==> config.mk <==
export PLATFORM = sky130hd
export DESIGN_NAME = detect_event_display
export DESIGN_NICKNAME = d
export VERILOG_FILES = /design/src/rtl/detect_event_display.sv
export SDC_FILE = /design/constraint.sdc
export NUM_CORES = 1
export LEC_CHECK = 0
export BUFFER_PORTS_ARGS = -buffer_cell sky130_fd_sc_hd__buf_4
export CAP_MARGIN = 5
export CORE_MARGIN = 4
export CORE_UTILIZATION = 50
export CTS_CLUSTER_DIAMETER = 50
export DETAILED_ROUTE_END_ITERATION = 6
export GPL_ROUTABILITY_DRIVEN = 0
export PLACE_DENSITY = 0.88
export REMOVE_ABC_BUFFERS = 1
export SYNTH_ARGS = -nofsm -noshare
export SYNTH_HDL_FRONTEND = slang
export SYNTH_SLANG_ARGS = --single-unit
==> constraint.sdc <==
create_clock -name clk -period 2.3 [get_ports clk]
set_input_delay 0.345 -clock clk [delete_from_list [all_inputs] [get_ports clk]]
set_output_delay 0.345 -clock clk [all_outputs]
set_load 0.03 [all_outputs]
==> src/rtl/detect_event_display.sv <==
// detect_event_display
//
// Purpose:
//   Consumes the 4-bit z output of the serial sequence detector.
//   Each new detection (rising edge of "z is nonzero") counts once.
//   Events are counted in 2-digit BCD (00-99), with a sticky wrap flag.
//   The count is shown on a time-multiplexed, active-low 2-digit
//   7-segment display.
//
// Ports:
//   clk    in   1  system clock, rising edge
//   reset  in   1  asynchronous, active-high reset
//   z      in   4  detector output; nonzero means "detected"
//   clr    in   1  synchronous clear of count and ovf; wins over an event
//   count  out  8  registered BCD count {tens, ones}
//   ovf    out  1  registered sticky wrap flag (99 -> 00)
//   an     out  2  active-low digit enables; an[0]=ones, an[1]=tens
//   seg    out  7  active-low segments g,f,e,d,c,b,a
module detect_event_display #(
  parameter int SCAN_DIV = 4
) (
  input  logic       clk,
  input  logic       reset,
  input  logic [3:0] z,
  input  logic       clr,
  output logic [7:0] count,
  output logic       ovf,
  output logic [1:0] an,
  output logic [6:0] seg
);

  localparam int               DIV_W    = (SCAN_DIV > 2) ? $clog2(SCAN_DIV) : 1;
  localparam logic [DIV_W-1:0] DIV_LAST = DIV_W'(SCAN_DIV - 1);

  function automatic logic [6:0] seg_decode(input logic [3:0] d);
    logic [6:0] s;
    case (d)
      4'd0:    s = 7'b1000000;
      4'd1:    s = 7'b1111001;
      4'd2:    s = 7'b0100100;
      4'd3:    s = 7'b0110000;
      4'd4:    s = 7'b0011001;
      4'd5:    s = 7'b0010010;
      4'd6:    s = 7'b0000010;
      4'd7:    s = 7'b1111000;
      4'd8:    s = 7'b0000000;
      4'd9:    s = 7'b0010000;
      default: s = 7'b0111111;
    endcase
    return s;
  endfunction

  logic             r_zprev;
  logic [7:0]       r_count;
  logic             r_ovf;
  logic [DIV_W-1:0] r_div;
  logic             r_sel;

  logic             w_nz;
  logic             w_event;
  logic [3:0]       w_nib;

  assign w_nz    = |z;
  // Only the 0 -> nonzero transition is an event; changes between two
  // nonzero codes are the same ongoing detection.
  assign w_event = w_nz & ~r_zprev;

  always_ff @(posedge clk or posedge reset) begin
    if (reset) begin
      r_zprev <= 1'b0;
    end else begin
      r_zprev <= w_nz;
    end
  end

  // BCD counter. clr takes precedence over a coincident event; r_zprev
  // still tracks z, so a z held across the clr edge does not count later.
  always_ff @(posedge clk or posedge reset) begin
    if (reset) begin
      r_count <= 8'h00;
      r_ovf   <= 1'b0;
    end else if (clr) begin
      r_count <= 8'h00;
      r_ovf   <= 1'b0;
    end else if (w_event) begin
      if (r_count == 8'h99) begin
        r_count <= 8'h00;
        r_ovf   <= 1'b1;
      end else if (r_count[3:0] == 4'd9) begin
        r_count <= {r_count[7:4] + 4'd1, 4'd0};
      end else begin
        r_count <= {r_count[7:4], r_count[3:0] + 4'd1};
      end
    end
  end

  // Digit scan: free-running, independent of clr and events.
  always_ff @(posedge clk or posedge reset) begin
    if (reset) begin
      r_div <= '0;
      r_sel <= 1'b0;
    end else if (r_div == DIV_LAST) begin
      r_div <= '0;
      r_sel <= ~r_sel;
    end else begin
      r_div <= r_div + DIV_W'(1);
    end
  end

  assign w_nib = r_sel ? r_count[7:4] : r_count[3:0];

  assign count = r_count;
  assign ovf   = r_ovf;
  // Exactly one digit is enabled at any time.
  assign an    = r_sel ? 2'b01 : 2'b10;
  assign seg   = seg_decode(w_nib);

endmodule

==> results of run 1 <==
[layout make-up]
type | count | area, um2
clock buffers | 3 | 22.5
repair buffers | 28 | 218
inverters | 10 | 37.5
well taps | 25 | 31.3
flip-flops and latches | 13 | 327
fillers | 146 | 561
multi-input cells | 67 | 582
clock inverters | 1 | 5.00
[what timing repair did]
| item | in CTS | in global routing |
|---|---|---|
| gates cloned | 0 | 0 |
| setup endpoints to repair | 3 | 7 |
| setup buffers | 0 | 2 |
| resized for setup | 1 | 6 |
[flip-flops by register name (all words and copies together) (netlist names)]
| name | flops |
|---|---|
| r_sel | 1 |
| r_zprev | 1 |
| count | 8 |
| r_div | 2 |
| ovf | 1 |
[synthesized netlist by cell type]
master and number:
o31ai_1 2, buf_6 3, nor4_1 1, a211o_1 1, nand3b_2 1, xor2_1 1
a22oi_1 1, inv_1 9, nor4bb_1 1, nor2_1 7, buf_2 1, a2111o_1 1
nor4_4 1, inv_2 1, mux2_2 1, o21ai_0 3, a32o_1 2, a41o_1 2
nand2_1 1, nand3_1 2, nand4b_1 2, a31oi_1 1, buf_1 1, mux2_4 2
nand3b_1 1, o21a_1 1, a21oi_1 7, dfrtp_1 13, ha_1 10, buf_4 1
clkbuf_1 1, a22oi_2 1, o311a_1 1, nor3_1 5, a311oi_1 1, or4b_1 2
mux2i_1 5
[through the flow]
step / instances / util [%] / instance area [um2]
after detailed placement: 141 / 64.6 / 1150
after floorplan: 90 / - / 925
after global placement: 141 / 64.6 / 1150
final: 147 / 68.6 / 1220
after global routing: 147 / 68.6 / 1220
after CTS: 145 / 66.3 / 1180
[power by group]
group          internal [mW]  switching [mW]  leakage [nW]  total [mW]
logic                 0.0186          0.0267         0.398      0.0453
registers              0.229         0.00311         0.171       0.232
clock network         0.0646          0.0782        0.0177       0.143
total                  0.312           0.108         0.587       0.420
[worst max-delay path, stage by stage, from the launching register on]
cell and delay, ns:
dfrtp_2 0.48, buf_4 0.16, mux2_4 0.36, mux2_4 0.32, a22oi_2 0.14, buf_6 0.16
[path summary, 6_finish.rpt]
kind / start / to
max: r_sel / seg[4]
min: reset / ovf
max reg2reg: count[0] / count[6]
min reg2reg: r_div[0] / r_div[0]
max in group asynchronous: reset / r_sel
min in group clk: clr / count[0]
[per-layer routing]
layer | GRT usage (%) | vias to the layer above | wire length (um)
met5 | 0 | - | 0
met4 | 6.38 | 0 | 32
met3 | 1.71 | 5 | 109
met2 | 30.8 | 29 | 1100
met1 | 22.6 | 414 | 917
li1 | - | 407 | -
[cells by family (layout without fill, tap and decap cells)]
| kind of cell | count (synthesis) | in the layout | synth area share, % |
|---|---|---|---|
| DFF | 13 | 13 | 33.2 |
| xor gates and xnor gates | 1 | 1 | 0.895 |
| adders and majority gates | 10 | 10 | 12.8 |
| and+or+nand+nor | 24 | 24 | 16.2 |
| buffers and inverters | 17 | 42 | 9.33 |
| AOI/OAI and AO/OA | 24 | 24 | 18.2 |
| muxes | 8 | 8 | 9.34 |
==> results.txt, run 1 <==
The flow ran to the end, and the final reports show no timing, DRC or antenna violations. After synthesis, the cell types taking the most area are dfrtp_1 (33%), ha_1 (13%), mux2i_1 (5.1%), a21oi_1 (3.6%), inv_1 (3.5%). The share of the synthesized area in the top cell type was 33.2%; the overall power consumption was 420 uW.

Launching element type of the critical path: a flip-flop. The total number of vias came out at 855. The H-tree depth reported by CTS was 1.

The total die area was 0.00273 mm2; the sum of overflow across all layers after global routing was 0. Pin count of the biggest net entering global routing: 14. For this run, the number of Yosys warnings is 0. The clock arrives with 0.00646 ns of skew.

The core box area is 0.00178 mm2. The top cell types in the final layout, fill and taps aside, are buf_4 (26), dfrtp_1 (12), ha_1 (10). The initial utilization of the core area, before any placement, comes to 54.9%.

The run gives 0 as the number of nets still failing antenna checks after routing. Biggest area consumer among synthesized cells: dfrtp_1. The overall die height was 52.2 um; the number of buffers inserted for hold repair after clock tree synthesis was 0. The later pin in the worst-skew pair is clocked with a latency of 0.28 ns. For the total clock sinks, the log shows 13.

The run gives 0 as the final-report hold violation count. Worst max-slew margin expressed relative to the limit: 57.0%. Setup violations remaining at the end of the flow were counted as 0. For the register area share after synthesis, the log shows 33.2%. Area of the mapped netlist: 978 um2.

The worst setup path is captured at an output pin. The final layout contains 140 nets. Count of pins on the block boundary: 25. Summed over all layers, the routed wires come to 2160 um. The total DRC errors in the routed layout is 0, and the total track usage is 17.7%.

The first-iteration detailed-routing DRC count was 17. TritonCTS built the clock tree. For the number of antenna diodes, the log shows 0. Prior to clock tree synthesis, the placed netlist has a worst setup slack of 0.260 ns. Setup slack on the critical path of the routed design comes to 0.0551 ns. Summed over all cells, the static leakage comes to 0.587 nW. The minimum hold slack is 0.0760 ns, and the largest fanout on the critical path is 11. Post-route setup TNS: 0 ns. The area overhead of the layout relative to synthesis was 24.9%. The standard-cell row count is 15, and the average instance area after synthesis is 10.1 um2. Worst-margin pin slew: 0.640 ns.

Input and output buffers added on the ports amount to 24. The tools report the maximum frequency from static timing analysis as 445 MHz. STA puts the critical path data arrival time at 1.90 ns.

The worst register-to-register path has a setup slack of 0.51 ns. The tools report the initial antenna violation count as 0. The worst hold path belongs to the class in2async. The final number of max-transition violations is 0, and the number of vias per cell after detailed routing is 5.82.

The worst setup path is of the reg2out kind. Flip-flop and latch count after synthesis: 13. For the worst setup path, the data required time is 1.96 ns. The number of detailed-routing iterations run before antenna repair came out at 4. The power density over the cells came out at 344 mW/mm2. Leaving out fill and tap cells, the most frequent cell in the layout is buf_4.

The clock period minus worst slack was 2.24 ns. The tree is rooted in a clkbuf_4. After layout, the worst path uses 97.6% of the clock period. In the final layout, the share of cells above drive strength 1 is 35.2%. The tools report the post-DP HPWL as 1630 um. The cell count of the worst reg-to-reg path is 4.

Clock-pin slew was measured on the worst setup and hold paths at 0.08 ns. The run gives 804 as the number of global-route vias before repair. The average wire per cell in the routed design is 14.7 um, and the buffer levels on the longest clock path is 2. The number of clock buffers added by TritonCTS is 3. The first global-routing pass estimated 3640 um of wire. Max-cap violations in this run came to 0. The horizontal extent of the die came out at 52.2 um.

The logs give 37 for the distinct cell type count of the synthesized netlist and 0.291 mV for the maximum vdd ir drop. The cell count after synthesis was 97.
No activity file was read; power rests on OpenSTA's default activity.
==> run 2: changes to the inputs <==
- CORE_UTILIZATION: 50 -> 51
- PLACE_DENSITY: 0.88 -> 0.89
==> run 2 against run 1 <==
Against the previous run: hold slack got worse by 0.0026 ns; critical path depth unchanged; final cell count increased by 3.4%; clock skew decreased by 0.0031 ns; sequential power about the same; non-clock buffer count increased by 4; first-iteration DRC count increased by 5.9%; largest cell class unchanged; largest power group unchanged.
==> results.txt, run 2 (synthesis results as in run 1) <==
The library cell contributing the largest single delay on the critical path is dfrtp_2 (unchanged). The run gives 17.7% (about the same) as the total track usage. Start-to-end type of the worst setup path: reg2out (unchanged). The post-DP HPWL is 1610 um (was 1630 um), and the overall die height is 51.8 um (was 52.2 um). The total buffers and inverters traversed by the critical path works out to 2 (unchanged). The clock period minus worst slack was 2.26 ns (was 2.24 ns). Worst min-delay path class: in2async (unchanged).

TritonCTS built the clock tree. Data required time at the worst endpoint: 1.96 ns (about the same). The tools report the H-tree depth reported by CTS as 1 (unchanged).

Critical path capture point type: an output pin (unchanged). Setup repair after global routing could not meet its margin everywhere. The layout filler cell count was 140 (was 146). The logs give 0 (unchanged) for the initial antenna violation count and 145 (was 140) for the number of nets at the end of the flow. The logs give 0 (unchanged) for the number of nets still failing antenna checks after routing and 0 (unchanged) for the number of max-cap violations. The setup skew after layout was 0.00336 ns (was 0.00646 ns); the count of pins on the block boundary was 25 (unchanged). The worst-margin pin slew was 0.682 ns (was 0.640 ns); the number of vias per cell after detailed routing was 5.81 (was 5.82). The area occupied by registers is 327 um2 (unchanged). Ordered cell list for the critical path: buf_6 -> mux2_4 -> mux2_4 -> a22oi_2 -> buf_6 (was buf_4 -> mux2_4 -> mux2_4 -> a22oi_2 -> buf_6). The maximum vdd ir drop is 0.279 mV (was 0.291 mV). Share of layout cells above drive strength 1: 41.7% (was 35.2%). The share of the cycle needed by the critical path after routing works out to 98.4% (was 97.6%). Area overhead of the layout relative to synthesis: 31.2% (was 24.9%). The total of endpoints with negative setup slack in the final report was 0 (unchanged).

For the post-route setup TNS, the log shows 0 ns (unchanged). The run gives 3550 um (was 3640 um) as the first-pass GRT wire length. Number of global-route vias before repair: 802 (was 804).

The total clock buffers created by CTS came out at 3 (unchanged). The run gives 55.5% (was 54.9%) as the initial cell density of the core. The longest individual stage delay on the worst path is 0.49 ns (was 0.48 ns), and the number of buffers inserted by port buffering is 24 (unchanged).

The buffer levels on the longest clock path was 2 (unchanged). The run gives 0.00128 mm2 (was 0.00122 mm2) as the cell area after layout. The category of cells accounting for the largest share of critical-path delay is multiplexers (unchanged). Master cell of the clock root buffer: clkbuf_4 (unchanged). The number of detailed-routing iterations run before antenna repair came out at 4 (unchanged). Most frequent cells in the layout: buf_4 (29), dfrtp_1 (12), ha_1 (9) (was buf_4 (26), dfrtp_1 (12), ha_1 (10)). The total clock sinks is 13 (unchanged). The first-iteration detailed-routing DRC count was 18 (was 17); the post-layout utilization of the core was 72.8% (was 68.6%). Largest fanout on the critical path: 6 (was 11).

The worst max-slew margin expressed relative to the limit is 54.2% (was 57.0%), and the power density over the cells is 331 mW/mm2 (was 344 mW/mm2). The tools report the final-report hold violation count as 0 (unchanged). The clock-pin slew on the worst setup and hold paths was 0.08 ns (about the same). For the number of antenna diodes, the log shows 0 (unchanged). The flow ran to the end, and the final reports show no timing, DRC or antenna violations. The sum of overflow across all layers after global routing is 0 (unchanged), and the endpoint arrival time on the critical path is 1.92 ns (was 1.90 ns).

The average wire per cell in the routed design was 15.5 um (was 14.7 um); the standard cell area after detailed placement was 0.00115 mm2 (unchanged). The horizontal extent of the die was 51.8 um (was 52.2 um); the area of combinational cells with multiple inputs was 609 um2 (was 582 um2). For the total number of vias, the log shows 883 (was 855). The tools report the launching element type of the critical path as a flip-flop (unchanged). The total DRC errors in the routed layout was 0 (unchanged). The leakage power is 0.612 nW (was 0.587 nW).

Standard-cell row count: 15 (unchanged). The logs give 0.00176 mm2 (was 0.00178 mm2) for the core box area and 14 (unchanged) for the pin count of the biggest net entering global routing. The most frequent standard cell in the layout excluding fill and tap cells was buf_4 (unchanged). The flip-flop count of the largest register, all copies and words added works out to 8 (unchanged).

The total wire length after detailed routing is 2350 um (was 2160 um), and the insertion delay of the later-clocked pin in the worst-skew pair is 0.28 ns (about the same). The total die area is 0.00268 mm2 (was 0.00273 mm2). The final number of max-transition violations came out at 0 (unchanged). The maximum frequency from static timing analysis was 442 MHz (was 445 MHz). Minimum hold slack: 0.0734 ns (was 0.0760 ns).
-- run 2: cell count changes in the layout (fill, tap and decap cells not counted), sizes merged --
cell / delta
buf: +4
mux2: +1
-- run 2: what timing repair did --
| item | 4_1_cts | 5_1_grt |
|---|---|---|
| buffers inserted | 0 | 6 |
| gates cloned | 0 | 1 |
| endpoints found under the hold margin | 0 | 0 |
| resized for setup | 2 | 11 |
| pin swaps | 0 | 2 |
| endpoints found under the setup margin | 5 | 4 |
| hold buffers | 0 | 0 |
-- run 2: area by class of cell --
cell class	count	area share, %
clock buffers	3	1.75
clock inverters	1	0.390
inverters	10	2.92
multi-input cells	68	47.5
flip-flops and latches	13	25.4
well taps	25	2.44
repair buffers	32	19.6
-- run 2: worst reg2reg max path, cell delays in order, from the launching register on --
cell      delay, ns
dfrtp_1        0.52
ha_1           0.24
nor4bb_1       0.49
a311oi_1       0.17
a41o_1         0.23
-- run 2: power by group --
group	total (mW)	internal, mW	switching (mW)
logic	0.0465	0.0192	0.0273
registers	0.233	0.229	0.00324
clock network	0.146	0.0647	0.0814
total	0.425	0.313	0.112
-- run 2: path summary, 6_finish.rpt --
| path | slack (ns) | endpoint | startpoint | cells after the start |
|---|---|---|---|---|
| max in group asynchronous | 1.87 | r_sel | reset | 2 |
| worst min register to register | 0.44 | r_div[0] | r_div[0] | 1 |
| worst max-delay path | 0.04 | seg[4] | r_sel | 5 |
| min in group clk | 0.29 | count[5] | clr | 2 |
| worst max register to register | 0.54 | count[6] | count[0] | 4 |
| worst min-delay path | 0.07 | ovf | reset | 2 |
-- run 2: stage by stage --
stage          setup slack, ns  cells  total power, mW
2_1_floorplan          -0.0879     90            0.259
3_3_place_gp             0.360    141            0.279
3_5_place_dp             0.205    141            0.280
4_1_cts                 0.0511    145            0.426
5_1_grt                -0.0313    152            0.447
6_report                0.0360    152            0.425
-- run 2: layer usage --
layer	track usage [%]	share of wire [%]	vias up
met3	2.58	4.3	2
met5	0	0	-
met4	6.55	0.94	0
li1	-	-	421
met2	30.9	52	29
met1	21.8	42	431
==> run 3: changes to the inputs <==
- CORE_ASPECT_RATIO: not set -> 1.75
- CORE_UTILIZATION: 51 -> 40
- PLACE_DENSITY: 0.89 -> 0.75
- clock period: 2.3 -> 2.1 ns (I/O delays scaled with it)
==> run 3 against run 2 <==
Against the previous run: non-clock buffer count is 3 higher; wire length is 9.6% higher; via count is 1.7% higher; hold slack better by 0.026 ns; die area is 24% higher; critical path type unchanged; highest routed layer unchanged.
==> results.txt, run 3 (synthesis results as in run 1) <==
The total clock buffers created by CTS is 3 (unchanged). The overall die height is 73.4 um (was 51.8 um), and the post-DP HPWL is 1870 um (was 1610 um). The number of buffers inserted for hold repair after clock tree synthesis was 0 (unchanged). The power density over the cells is 398 mW/mm2 (was 331 mW/mm2). The most frequent standard cell in the layout excluding fill and tap cells was buf_4 (unchanged). The layout filler cell count is 211 (was 140).

The start-to-end type of the worst setup path was reg2out (unchanged). For the total DRC errors in the routed layout, the log shows 0 (unchanged). The logs give 154 (was 152) for the non-filler instance count after layout and 0.00119 mm2 (was 0.00115 mm2) for the standard cell area after detailed placement.

The run gives 4 (unchanged) as the number of detailed-routing iterations run before antenna repair. TritonCTS built the clock tree. The tools report the detailed-routing wirelength on met1 as 895 um (was 994 um). The number of buffers inserted by port buffering was 24 (unchanged). The tools report the post-layout worst setup margin as 0.0174 ns (was 0.0360 ns). The total die area was 0.00333 mm2 (was 0.00268 mm2); the area overhead of the layout relative to synthesis was 38.2% (was 31.2%). The number of global-route vias before repair was 904 (was 802); the share of the cycle needed by the critical path after routing was 99.2%. For the total number of vias, the log shows 898 (was 883). Largest fanout on the critical path: 4 (was 6). The run gives 0.626 nW (was 0.612 nW) as the leakage power.

The highest layer used for signal routing is met4 (unchanged). Final-report hold violation count: 0 (unchanged). The master cell of the clock root buffer is clkbuf_8 (was clkbuf_4). For the initial cell density of the core, the log shows 42.5% (was 55.5%). Most frequent cells in the layout: buf_4 (31), dfrtp_1 (12), inv_1 (7), nor2_1 (7), ha_1 (7) (was buf_4 (29), dfrtp_1 (12), ha_1 (9)).

The tools report the startpoint of the worst register-to-register path as count[5] (was count[0]). End of the worst register-to-register path: count[7] (was count[6]). The amount of wire on met2 after detailed routing came out at 1480 um (was 1230 um). The run finished with clean final reports. Counting I/O delays and the setup requirement, the final critical path takes 2.08 ns. The total wire length after detailed routing is 2580 um (was 2350 um), and the H-tree depth reported by CTS is 1 (unchanged).

The first-pass GRT wire length is 3950 um (was 3550 um), and the flip-flop count of the largest register, all copies and words added is 8 (unchanged). The count of pins on the block boundary is 25 (unchanged). The share of layout cells above drive strength 1 is 45.7% (was 41.7%), and the number of nets still failing antenna checks after routing is 0 (unchanged). The number of antenna diodes was 0 (unchanged); the buffer levels on the longest clock path was 2 (unchanged).

The run gives 0.36 ns (was 0.54 ns) as the setup slack of the worst register-to-register path. Worst min-delay path class: in2async (unchanged). The average wire per cell in the routed design was 16.7 um (was 15.5 um); the worst max-slew margin expressed relative to the limit was 66.3% (was 54.2%).

Launching element type of the critical path: a flip-flop (unchanged). For the overall power consumption, the log shows 539 uW (was 425 uW). The total track usage is 16.1% (was 17.7%). The worst-margin pin slew was 0.505 ns (was 0.682 ns); the setup skew after layout was 0.00119 ns (was 0.00336 ns). The cell area after layout is 0.00135 mm2 (was 0.00128 mm2), and the number of nets at the end of the flow is 147 (was 145). The horizontal extent of the die came out at 45.4 um (was 51.8 um). The run gives 13 (was 18) as the first-iteration detailed-routing DRC count. The cell count of the worst reg-to-reg path came out at 6 (was 4). The total of endpoints with negative setup slack in the final report is 0 (unchanged). The tools report the instance count after placement with tap cells included as 146 (was 141). The sum of overflow across all layers after global routing was 0 (unchanged); the standard-cell row count was 23 (was 15). Setup repair after global routing could not meet its margin everywhere. The met3 routed wirelength was 135 um (was 101 um); the setup slack at placement was 0.145 ns (was 0.205 ns). The logs give 0.360 mV (was 0.279 mV) for the maximum vdd ir drop and 480 MHz for the maximum frequency from static timing analysis. The critical path capture point type was an output pin (unchanged). The pin count of the biggest net entering global routing came out at 14 (unchanged). The clock-pin slew on the worst setup and hold paths was 0.05 ns (was 0.08 ns); the data required time at the worst endpoint was 1.78 ns (was 1.96 ns).

The minimum hold slack came out at 0.0992 ns (was 0.0734 ns). The logs give 13 (unchanged) for the total clock sinks and 0 (unchanged) for the final number of max-transition violations. For the core box area, the log shows 0.00230 mm2 (was 0.00176 mm2). The initial antenna violation count came out at 0 (unchanged). For the number of max-cap violations, the log shows 0 (unchanged). The insertion delay of the later-clocked pin in the worst-skew pair was 0.25 ns (was 0.28 ns). The endpoint arrival time on the critical path was 1.77 ns (was 1.92 ns). Number of vias per cell after detailed routing: 5.83 (was 5.81).
-- run 3: cell type report --
class / instances / area, um2 / share of cell area (%)
Clock buffer: 4 / 45.0 / 3.33
Inverter: 10 / 37.5 / 2.78
Multi-Input combinational cell: 67 / 634 / 46.9
Sequential cell: 13 / 327 / 24.1
Tap cell: 25 / 31.3 / 2.31
Timing Repair Buffer: 35 / 278 / 20.5
-- run 3: worst max-delay path by stage --
stage	to	cells after the start	from
3_5_place_dp	seg[0]	6	r_sel
6_report	seg[4]	6	r_sel
3_3_place_gp	seg[5]	6	r_sel
4_1_cts	seg[5]	6	r_sel
5_1_grt	seg[4]	6	r_sel
2_1_floorplan	seg[1]	4	r_sel
-- run 3: what timing repair did --
item / 4_1_cts / 5_1_grt
buffers inserted: 2 / 2
gates resized for setup: 4 / 18
pin swaps: 0 / 5
setup endpoints to repair: 6 / 7
-- run 3: metrics by stage --
step                      TNS, ns  utilization (%)
after floorplan             -1.10                -
after global placement          0             51.6
after detailed placement        0             51.6
after CTS                       0             55.0
after global routing       -0.195             58.8
final                           0             58.8
-- run 3: report_power, final --
group / internal [mW] / total [mW] / switching, mW
Clock: 0.134 / 0.226 / 0.0914
Combinational: 0.0255 / 0.0586 / 0.0331
Sequential: 0.252 / 0.255 / 0.00279
-- run 3: layer usage --
metal / track usage, % / vias up
li1: - / 421
met1: 15.6 / 430
met2: 29.4 / 40
met3: 2.21 / 7
met4: 10.7 / 0
met5: 0 / -
-- run 3: worst max-delay path, stage by stage (launching register included) --
cell and delay, ns:
dfrtp_2 0.45, mux2i_2 0.18, buf_4 0.17, ha_4 0.15, mux2_4 0.25, a22oi_2 0.16, buf_6 0.15
